### src/rtl/rv_pipe_pkg.sv
// rv_pipe_pkg: constants shared by the RV32I fetch front end.
// Holds the fetch FSM encoding, the NOP encoding used for IF/ID bubbles,
// the default reset/trap vectors and a target alignment helper.
package rv_pipe_pkg;

  localparam logic [1:0] FETCH_ST_BOOT  = 2'd0;
  localparam logic [1:0] FETCH_ST_FETCH = 2'd1;
  localparam logic [1:0] FETCH_ST_HOLD  = 2'd2;

  localparam logic [31:0] NOP_INSTR         = 32'h0000_0013;
  localparam logic [31:0] DEFAULT_RESET_VEC = 32'h0000_0000;
  localparam logic [31:0] DEFAULT_TRAP_VEC  = 32'h0000_0100;

  // Instruction fetch targets must be word aligned.
  function automatic logic is_misaligned(input logic [1:0] addr_lsb);
    return addr_lsb != 2'b00;
  endfunction

endpackage

### src/rtl/fetch_redirect_sel.sv
// fetch_redirect_sel: priority select of the fetch target.
// Priority is trap > EX redirect > pending (latched during a wait state),
// with pc+4 as the sequential fall-through.
// Optional macro FETCH_MISALIGN_TRAP_EN: a misaligned redirect or pending
// target is replaced by TRAP_VEC.
module fetch_redirect_sel import rv_pipe_pkg::*; #(
  parameter int unsigned XLEN = 32,
  parameter logic [XLEN-1:0] TRAP_VEC = XLEN'(DEFAULT_TRAP_VEC)
) (
  input  logic            trap_valid,
  input  logic            redirect_valid,
  input  logic [XLEN-1:0] redirect_target,
  input  logic            pend_valid,
  input  logic [XLEN-1:0] pend_target,
  input  logic [XLEN-1:0] pc_in,
  output logic            ext_valid,
  output logic [XLEN-1:0] ext_target,
  output logic            redir_valid,
  output logic [XLEN-1:0] redir_target,
  output logic [XLEN-1:0] seq_pc
);

  logic [XLEN-1:0] redirect_eff;
  logic [XLEN-1:0] pend_eff;

  // Alignment filter on the non-trap targets.
  always_comb begin
`ifdef FETCH_MISALIGN_TRAP_EN
    redirect_eff = is_misaligned(redirect_target[1:0]) ? TRAP_VEC : redirect_target;
    pend_eff     = is_misaligned(pend_target[1:0])     ? TRAP_VEC : pend_target;
`else
    redirect_eff = redirect_target;
    pend_eff     = pend_target;
`endif
  end

  // Fresh requests this cycle (trap drops a simultaneous redirect), then
  // the full winner including the pending target.
  always_comb begin
    ext_valid    = trap_valid | redirect_valid;
    ext_target   = trap_valid ? TRAP_VEC : redirect_eff;
    redir_valid  = ext_valid | pend_valid;
    redir_target = ext_valid ? ext_target : pend_eff;
    seq_pc       = pc_in + XLEN'(4);
  end

endmodule

### src/rtl/fetch_ctrl.sv
// fetch_ctrl: fetch sequencer for the 5-stage RV32I pipeline.
// Drives the PC register (next_pc/pc_stall), the instruction memory request
// and the IF/ID write/flush controls. All outputs are combinational.
// Optional macro FETCH_MISALIGN_TRAP_EN (see fetch_redirect_sel).
//
// state | meaning
// BOOT  | one cycle after reset release, loads RESET_VEC into the PC
// FETCH | request outstanding at pc_in, waits for imem_ready
// HOLD  | load-use stall, no request, IF/ID held
module fetch_ctrl import rv_pipe_pkg::*; #(
  parameter int unsigned XLEN = 32,
  parameter logic [XLEN-1:0] RESET_VEC = XLEN'(DEFAULT_RESET_VEC),
  parameter logic [XLEN-1:0] TRAP_VEC  = XLEN'(DEFAULT_TRAP_VEC)
) (
  input  logic            clk,
  input  logic            reset,
  input  logic [XLEN-1:0] pc_in,
  output logic [XLEN-1:0] next_pc,
  output logic            pc_stall,
  output logic            imem_req,
  output logic [XLEN-1:0] imem_addr,
  input  logic            imem_ready,
  input  logic            hazard_stall,
  input  logic            redirect_valid,
  input  logic [XLEN-1:0] redirect_target,
  input  logic            trap_valid,
  output logic            if_id_write,
  output logic            if_id_flush
);

  logic [1:0]      state_q, state_d;
  logic            pend_valid_q, pend_valid_d;
  logic            pend_trap_q, pend_trap_d;
  logic [XLEN-1:0] pend_target_q, pend_target_d;

  logic            ext_valid;
  logic [XLEN-1:0] ext_target;
  logic            redir_valid;
  logic [XLEN-1:0] redir_target;
  logic [XLEN-1:0] seq_pc;

  fetch_redirect_sel #(
    .XLEN     (XLEN),
    .TRAP_VEC (TRAP_VEC)
  ) u_sel (
    .trap_valid      (trap_valid),
    .redirect_valid  (redirect_valid),
    .redirect_target (redirect_target),
    .pend_valid      (pend_valid_q),
    .pend_target     (pend_target_q),
    .pc_in           (pc_in),
    .ext_valid       (ext_valid),
    .ext_target      (ext_target),
    .redir_valid     (redir_valid),
    .redir_target    (redir_target),
    .seq_pc          (seq_pc)
  );

  // Next-state and output decode. While reset is asserted the outputs are
  // forced to their reset values regardless of the registered state.
  always_comb begin
    state_d       = state_q;
    pend_valid_d  = pend_valid_q;
    pend_trap_d   = pend_trap_q;
    pend_target_d = pend_target_q;
    next_pc       = pc_in;
    pc_stall      = 1'b1;
    imem_req      = 1'b0;
    imem_addr     = pc_in;
    if_id_write   = 1'b0;
    if_id_flush   = 1'b0;

    if (!reset) begin
      next_pc     = RESET_VEC;
      if_id_flush = 1'b1;
    end else begin
      case (state_q)
        FETCH_ST_BOOT: begin
          next_pc     = RESET_VEC;
          pc_stall    = 1'b0;
          if_id_flush = 1'b1;
          state_d     = FETCH_ST_FETCH;
        end
        FETCH_ST_FETCH: begin
          imem_req = 1'b1;
          if (imem_ready) begin
            if (redir_valid) begin
              // Returning instruction is on the wrong path: squash it.
              next_pc      = redir_target;
              pc_stall     = 1'b0;
              if_id_flush  = 1'b1;
              pend_valid_d = 1'b0;
              pend_trap_d  = 1'b0;
            end else if (hazard_stall) begin
              state_d = FETCH_ST_HOLD;
            end else begin
              next_pc     = seq_pc;
              pc_stall    = 1'b0;
              if_id_write = 1'b1;
            end
          end else begin
            if_id_flush = 1'b1;
            // A pending trap is never displaced by a later redirect.
            if (trap_valid || (redirect_valid && !(pend_valid_q && pend_trap_q))) begin
              pend_valid_d  = 1'b1;
              pend_trap_d   = trap_valid;
              pend_target_d = ext_target;
            end
          end
        end
        FETCH_ST_HOLD: begin
          // EX is older than the load-use stall, so a redirect wins.
          if (ext_valid) begin
            next_pc     = ext_target;
            pc_stall    = 1'b0;
            if_id_flush = 1'b1;
            state_d     = FETCH_ST_FETCH;
          end else if (!hazard_stall) begin
            state_d = FETCH_ST_FETCH;
          end
        end
        default: begin
          state_d = FETCH_ST_BOOT;
        end
      endcase
    end
  end

  // State and pending-redirect registers.
  always_ff @(posedge clk or negedge reset) begin
    if (!reset) begin
      state_q       <= FETCH_ST_BOOT;
      pend_valid_q  <= 1'b0;
      pend_trap_q   <= 1'b0;
      pend_target_q <= '0;
    end else begin
      state_q       <= state_d;
      pend_valid_q  <= pend_valid_d;
      pend_trap_q   <= pend_trap_d;
      pend_target_q <= pend_target_d;
    end
  end

endmodule

### config.mk
export PLATFORM = sky130hd
export DESIGN_NAME = fetch_ctrl
export DESIGN_NICKNAME = d
export VERILOG_FILES = /design/src/rtl/rv_pipe_pkg.sv /design/src/rtl/fetch_redirect_sel.sv /design/src/rtl/fetch_ctrl.sv
export SDC_FILE = /design/constraint.sdc
export NUM_CORES = 1
export LEC_CHECK = 0
export ABC_AREA = 1
export CORE_ASPECT_RATIO = 1.75
export CORE_MARGIN = 1
export CORE_UTILIZATION = 49
export DETAILED_ROUTE_END_ITERATION = 7
export GPL_TIMING_DRIVEN = 0
export PLACE_DENSITY = 0.86
export SLEW_MARGIN = 20
export SYNTH_ARGS = -nofsm -noshare
export SYNTH_HDL_FRONTEND = slang
export SYNTH_HIERARCHICAL = 1
export SYNTH_SLANG_ARGS = --single-unit
### constraint.sdc
create_clock -name clk -period 2.9 [get_ports clk]
set_clock_uncertainty 0.15 [all_clocks]
set_input_delay 0.58 -clock clk [delete_from_list [all_inputs] [get_ports clk]]
set_output_delay 0.58 -clock clk [all_outputs]
set_load 0.02 [all_outputs]
==> results of run 1 <==
registers in the layout, indices dropped and copies added, names as in the netlist:
signal         cells
pend_valid_q       1
state_q            2
pend_target_q     32
pend_trap_q        1
worst max-delay path by stage:
stage	startpoint	to	slack, ps	depth (start not counted)
floorplan	trap_valid	next_pc[10]	70	13
global route	pc_in[4]	next_pc[15]	-20	14
CTS	trap_valid	next_pc[22]	0.4	15
finish	trap_valid	next_pc[3]	70	14
global placement	reset	next_pc[8]	-1830	6
detailed placement	trap_valid	next_pc[12]	-1390	15
worst max-delay path: stages:
cell and delay [ps]:
sky130_fd_sc_hd__buf_2 140, sky130_fd_sc_hd__nor2_4 140, sky130_fd_sc_hd__inv_2 60, sky130_fd_sc_hd__or2_4 270, sky130_fd_sc_hd__nor2_4 110, sky130_fd_sc_hd__buf_12 150
sky130_fd_sc_hd__buf_6 120, sky130_fd_sc_hd__nand2_1 50, sky130_fd_sc_hd__nand2_1 60, sky130_fd_sc_hd__nand2_1 60, sky130_fd_sc_hd__nand3_1 90, sky130_fd_sc_hd__nand2_1 60
sky130_fd_sc_hd__inv_1 60, sky130_fd_sc_hd__buf_2 150
power groups by stage:
| stage | logic (mW) | clock network [mW] | registers (mW) |
|---|---|---|---|
| 5_1_grt | 1.78 | 0.536 | 0.840 |
| 6_report | 1.62 | 0.513 | 0.813 |
| 3_5_place_dp | 1.56 | 0 | 0.814 |
| 4_1_cts | 1.59 | 0.518 | 0.808 |
| 2_1_floorplan | 1.02 | 0 | 0.792 |
| 3_3_place_gp | 1.53 | 0 | 0.806 |
metrics by stage:
| stage | hold WS (ps) | setup TNS [ps] | power (mW) |
|---|---|---|---|
| 2_1_floorplan | 134 | 0 | 1.81 |
| 3_3_place_gp | 303 | -72120 | 2.34 |
| 3_5_place_dp | 308 | -45520 | 2.37 |
| 4_1_cts | 131 | 0 | 2.92 |
| 5_1_grt | 140 | -24.0 | 3.15 |
| 6_report | 118 | 0 | 2.94 |
cells by family after synthesis:
| logic type | Yosys count |
|---|---|
| and+or+nand+nor | 661 |
| buffers and inverters | 163 |
| DFF | 36 |
| xor gates and xnor gates | 15 |
| AOI/OAI and AO/OA | 2 |
| adders and majority gates | 1 |
placed cells by master (no fill, tap or decap), types with 10 or more instances in the layout:
cell and instances:
sky130_fd_sc_hd__nand2_2 11, sky130_fd_sc_hd__buf_2 40, sky130_fd_sc_hd__nor2_1 49, sky130_fd_sc_hd__buf_4 69, sky130_fd_sc_hd__clkbuf_2 16, sky130_fd_sc_hd__clkdlybuf4s50_1 68, sky130_fd_sc_hd__inv_1 83, sky130_fd_sc_hd__dfrtp_1 36
sky130_fd_sc_hd__xor2_1 11, sky130_fd_sc_hd__nor2_4 19, sky130_fd_sc_hd__nand2_1 445, sky130_fd_sc_hd__nor2_2 11, sky130_fd_sc_hd__nand3_2 10, sky130_fd_sc_hd__buf_6 11, sky130_fd_sc_hd__nand3_1 96
cell type report:
type                    count  area, um^2
clock inverters             1        5.00
inverters                  87         327
multi-input cells         680        3150
clock buffers               6         129
well taps                 122         153
flip-flops and latches     36         901
repair buffers            155        1350
fillers                   855        2890
plain buffers              74         572
routing by layer:
metal | up-vias | track usage, %
met2 | 302 | 58.5
met4 | 0 | 21.7
met1 | 2682 | 33.1
met3 | 65 | 4.43
met5 | - | 0
li1 | 2943 | -
what timing repair did:
| item | 4_1_cts | 5_1_grt |
|---|---|---|
| endpoints found under the setup margin | 35 | 33 |
| pin swaps | 9 | 9 |
| gates resized for setup | 256 | 77 |
| buffers inserted | 9 | 2 |
| cloned | 6 | 1 |
==> impl_table.tex, run 1 <==
\begin{tabular}{lr}
\hline
Metric & Value \\
\hline
\multicolumn{2}{l}{\textbf{Outcome}} \\
Run status & complete, no violations \\
\multicolumn{2}{l}{\textbf{Power}} \\
Power share of the sequential group & about 28\% \\
Leakage power summed over all cells & between 3 and 4 nW \\
Switching component of the power & about 1.3 mW \\
Portion of total power attributed to combinational logic & between 50\% and 60\% \\
Peak supply drop & approximately 0.0006 V \\
Cell internal power dissipation & roughly 1.7 mW \\
Clock power share & 17.4\% \\
Fraction of power spent switching nets & a little over two fifths \\
Pwr Density & about 450 nW/um\^{}2 \\
\multicolumn{2}{l}{\textbf{Final layout}} \\
Number of diodes & 0 \\
Core Util, Final & 69.5\% \\
Layout cells sized above 1 & 21.2\% \\
Final Non-Filler Cells & around 1200 \\
Area Overhead vs Synth & 38.3\% \\
Fin area & between 6000 and 7000 um\^{}2 \\
Net count, final & 1110 \\
\multicolumn{2}{l}{\textbf{Placed design}} \\
Number of placed instances, taps included & 1138 \\
Placed instance area & about 6300 um\^{}2 \\
Pre-CTS worst setup slack & -1390 ps \\
Last weighted congestion value of the routability-driven placer & $\sim$0.94 \\
Port Buf Inserts & between 100 and 150 \\
HPWL Detailed & roughly 12000 um \\
\multicolumn{2}{l}{\textbf{Logic synthesis}} \\
Primary flip-flop cell chosen by synthesis mapping & sky130\_fd\_sc\_hd\_\_dfrtp\_1 \\
Top post-synthesis cells by area & sky130\_fd\_sc\_hd\_\_nand2\_1, sky130\_fd\_sc\_hd\_\_dfrtp\_1, sky130\_fd\_sc\_hd\_\_nand3\_1 \\
Top-count cell post-synth & sky130\_fd\_sc\_hd\_\_nand2\_1 \\
Synthesized Nets & 949 \\
Count of state elements after synthesis & 36 \\
Area share of the largest cell type after synthesis & between 30\% and 40\% \\
Mux contribution to synthesized area & 0\% \\
Largest family of logic cells by synthesized area & simple AND/OR/NAND/NOR gates \\
Compound-Gate Fraction of Synth Area & 0.237\% \\
Sequential share of the synthesized area & a little under a fifth \\
Adder-cell area share of the yosys netlist & less than 1\% \\
Number of synthesized flops with an enable pin & 0 \\
Synth cell types & 28 \\
Area fraction in and, or, nand and nor cells after synthesis & between 50 and 60\% \\
Post-Syn Area & about 4800 um\^{}2 \\
Area share of xor/xnor cells in the synthesized design & roughly 2.8\% \\
Most frequent cells after synthesis & sky130\_fd\_sc\_hd\_\_nand2\_1, sky130\_fd\_sc\_hd\_\_nand3\_1, sky130\_fd\_sc\_hd\_\_inv\_1 \\
Yosys top cell by area & sky130\_fd\_sc\_hd\_\_nand2\_1 \\
Fraction of registers with async set/reset & 100\% \\
Cell count after synthesis & roughly 880 \\
Post-Synthesis Mean Instance Area & approximately 5.4 um\^{}2 \\
Yosys synthesis warning count & 6 \\
\multicolumn{2}{l}{\textbf{Drt}} \\
Detailed-router iteration count before antenna repair & 5 \\
Met1 Wirelength & slightly below 6000 um \\
Routed wire length on met2 & $\sim$8600 um \\
Number of nets still failing antenna checks after routing & 0 \\
Average vias per placed instance & around 5.2 \\
DRC violations left & 0 \\
Routed WL per cell & about 14 um \\
Highest routed layer & met4 \\
Drt initial violations & 452 \\
Via count & $\sim$6000 \\
Overall routed net length & between 15000 and 20000 um \\
DR WL met3 & $\sim$1000 um \\
\multicolumn{2}{l}{\textbf{STA}} \\
Final setup violation count & 0 \\
Worst max-slew margin expressed relative to the limit & about 64\% \\
Pins Over Slew Limit & 0 \\
Final worst slack & just under 70 ps \\
Final period demand of the worst path & around 2800 ps \\
Transition time of the tightest slew-check pin & $\sim$530 ps \\
Share of the clock period used by the worst path after layout & a little over nine tenths \\
Hold violation count in the final report & 0 \\
Highest clock frequency the design can meet & between 300 and 400 MHz \\
\multicolumn{2}{l}{\textbf{GRT}} \\
All-Layer GR Usage & a little under a third \\
Global-route wire length before repair & between 20000 and 30000 um \\
Number of antenna violations at the first check in global routing & 0 \\
Total global routing overflow & 0 \\
Largest net degree at the start of global routing & 23 \\
Number of global-route vias before repair & around 5500 \\
\multicolumn{2}{l}{\textbf{Worst setup path}} \\
Worst EP required & 2170 ps \\
Reg-to-reg critical path startpoint & pend\_valid\_q \\
Setup slack, reg-to-reg & 1230 ps \\
Biggest fanout along the worst timing path & 8 \\
Endpoint of the most critical register-to-register path & pend\_target\_q[31] \\
Type of element launching the critical path & input port \\
Data arrival time of the worst path & roughly 2100 ps \\
Kind of capture point of the worst setup path & output port \\
Logic depth of the worst register-to-register path & 6 \\
Category of the critical setup timing path & in -> out \\
\multicolumn{2}{l}{\textbf{Clock tree}} \\
Worst skew pair latency & $\sim$280 ps \\
Largest buffer count on any clock path & 2 \\
Clock transition at the register clock pins on the worst setup and hold paths after CTS & around 50 ps \\
Cts-stage hold buffer count & 0 \\
Clock tree from TritonCTS & done \\
Root cell of the clock tree & sky130\_fd\_sc\_hd\_\_clkbuf\_16 \\
Number of clock sinks & 36 \\
Number of buffers inserted during clock tree synthesis & 5 \\
Total number of H-tree levels & 2 \\
\multicolumn{2}{l}{\textbf{Die}} \\
CORE AREA & $\sim$9500 um\^{}2 \\
Number of standard-cell rows in the floorplan & 47 \\
Die X-Extent & approximately 76 um \\
Die ar. & just over 10000 um\^{}2 \\
Number of placed I/O pins & 138 \\
Starting density of the core & 50.2\% \\
Die extent in y & between 100 and 150 um \\
\multicolumn{2}{l}{\textbf{Min path}} \\
Worst min-delay path class & in -> async \\
\multicolumn{2}{l}{\textbf{Job}} \\
Maximum capacitance violations & 0 \\
\hline
\end{tabular}
No activity file was read; power rests on OpenSTA's default activity.
==> run 2: changes to the inputs <==
Settings changed: CORE_MARGIN 1 to default.
==> results of run 2 <==
Same layout as run 1: the final DEF is identical, and so are final timing and power.
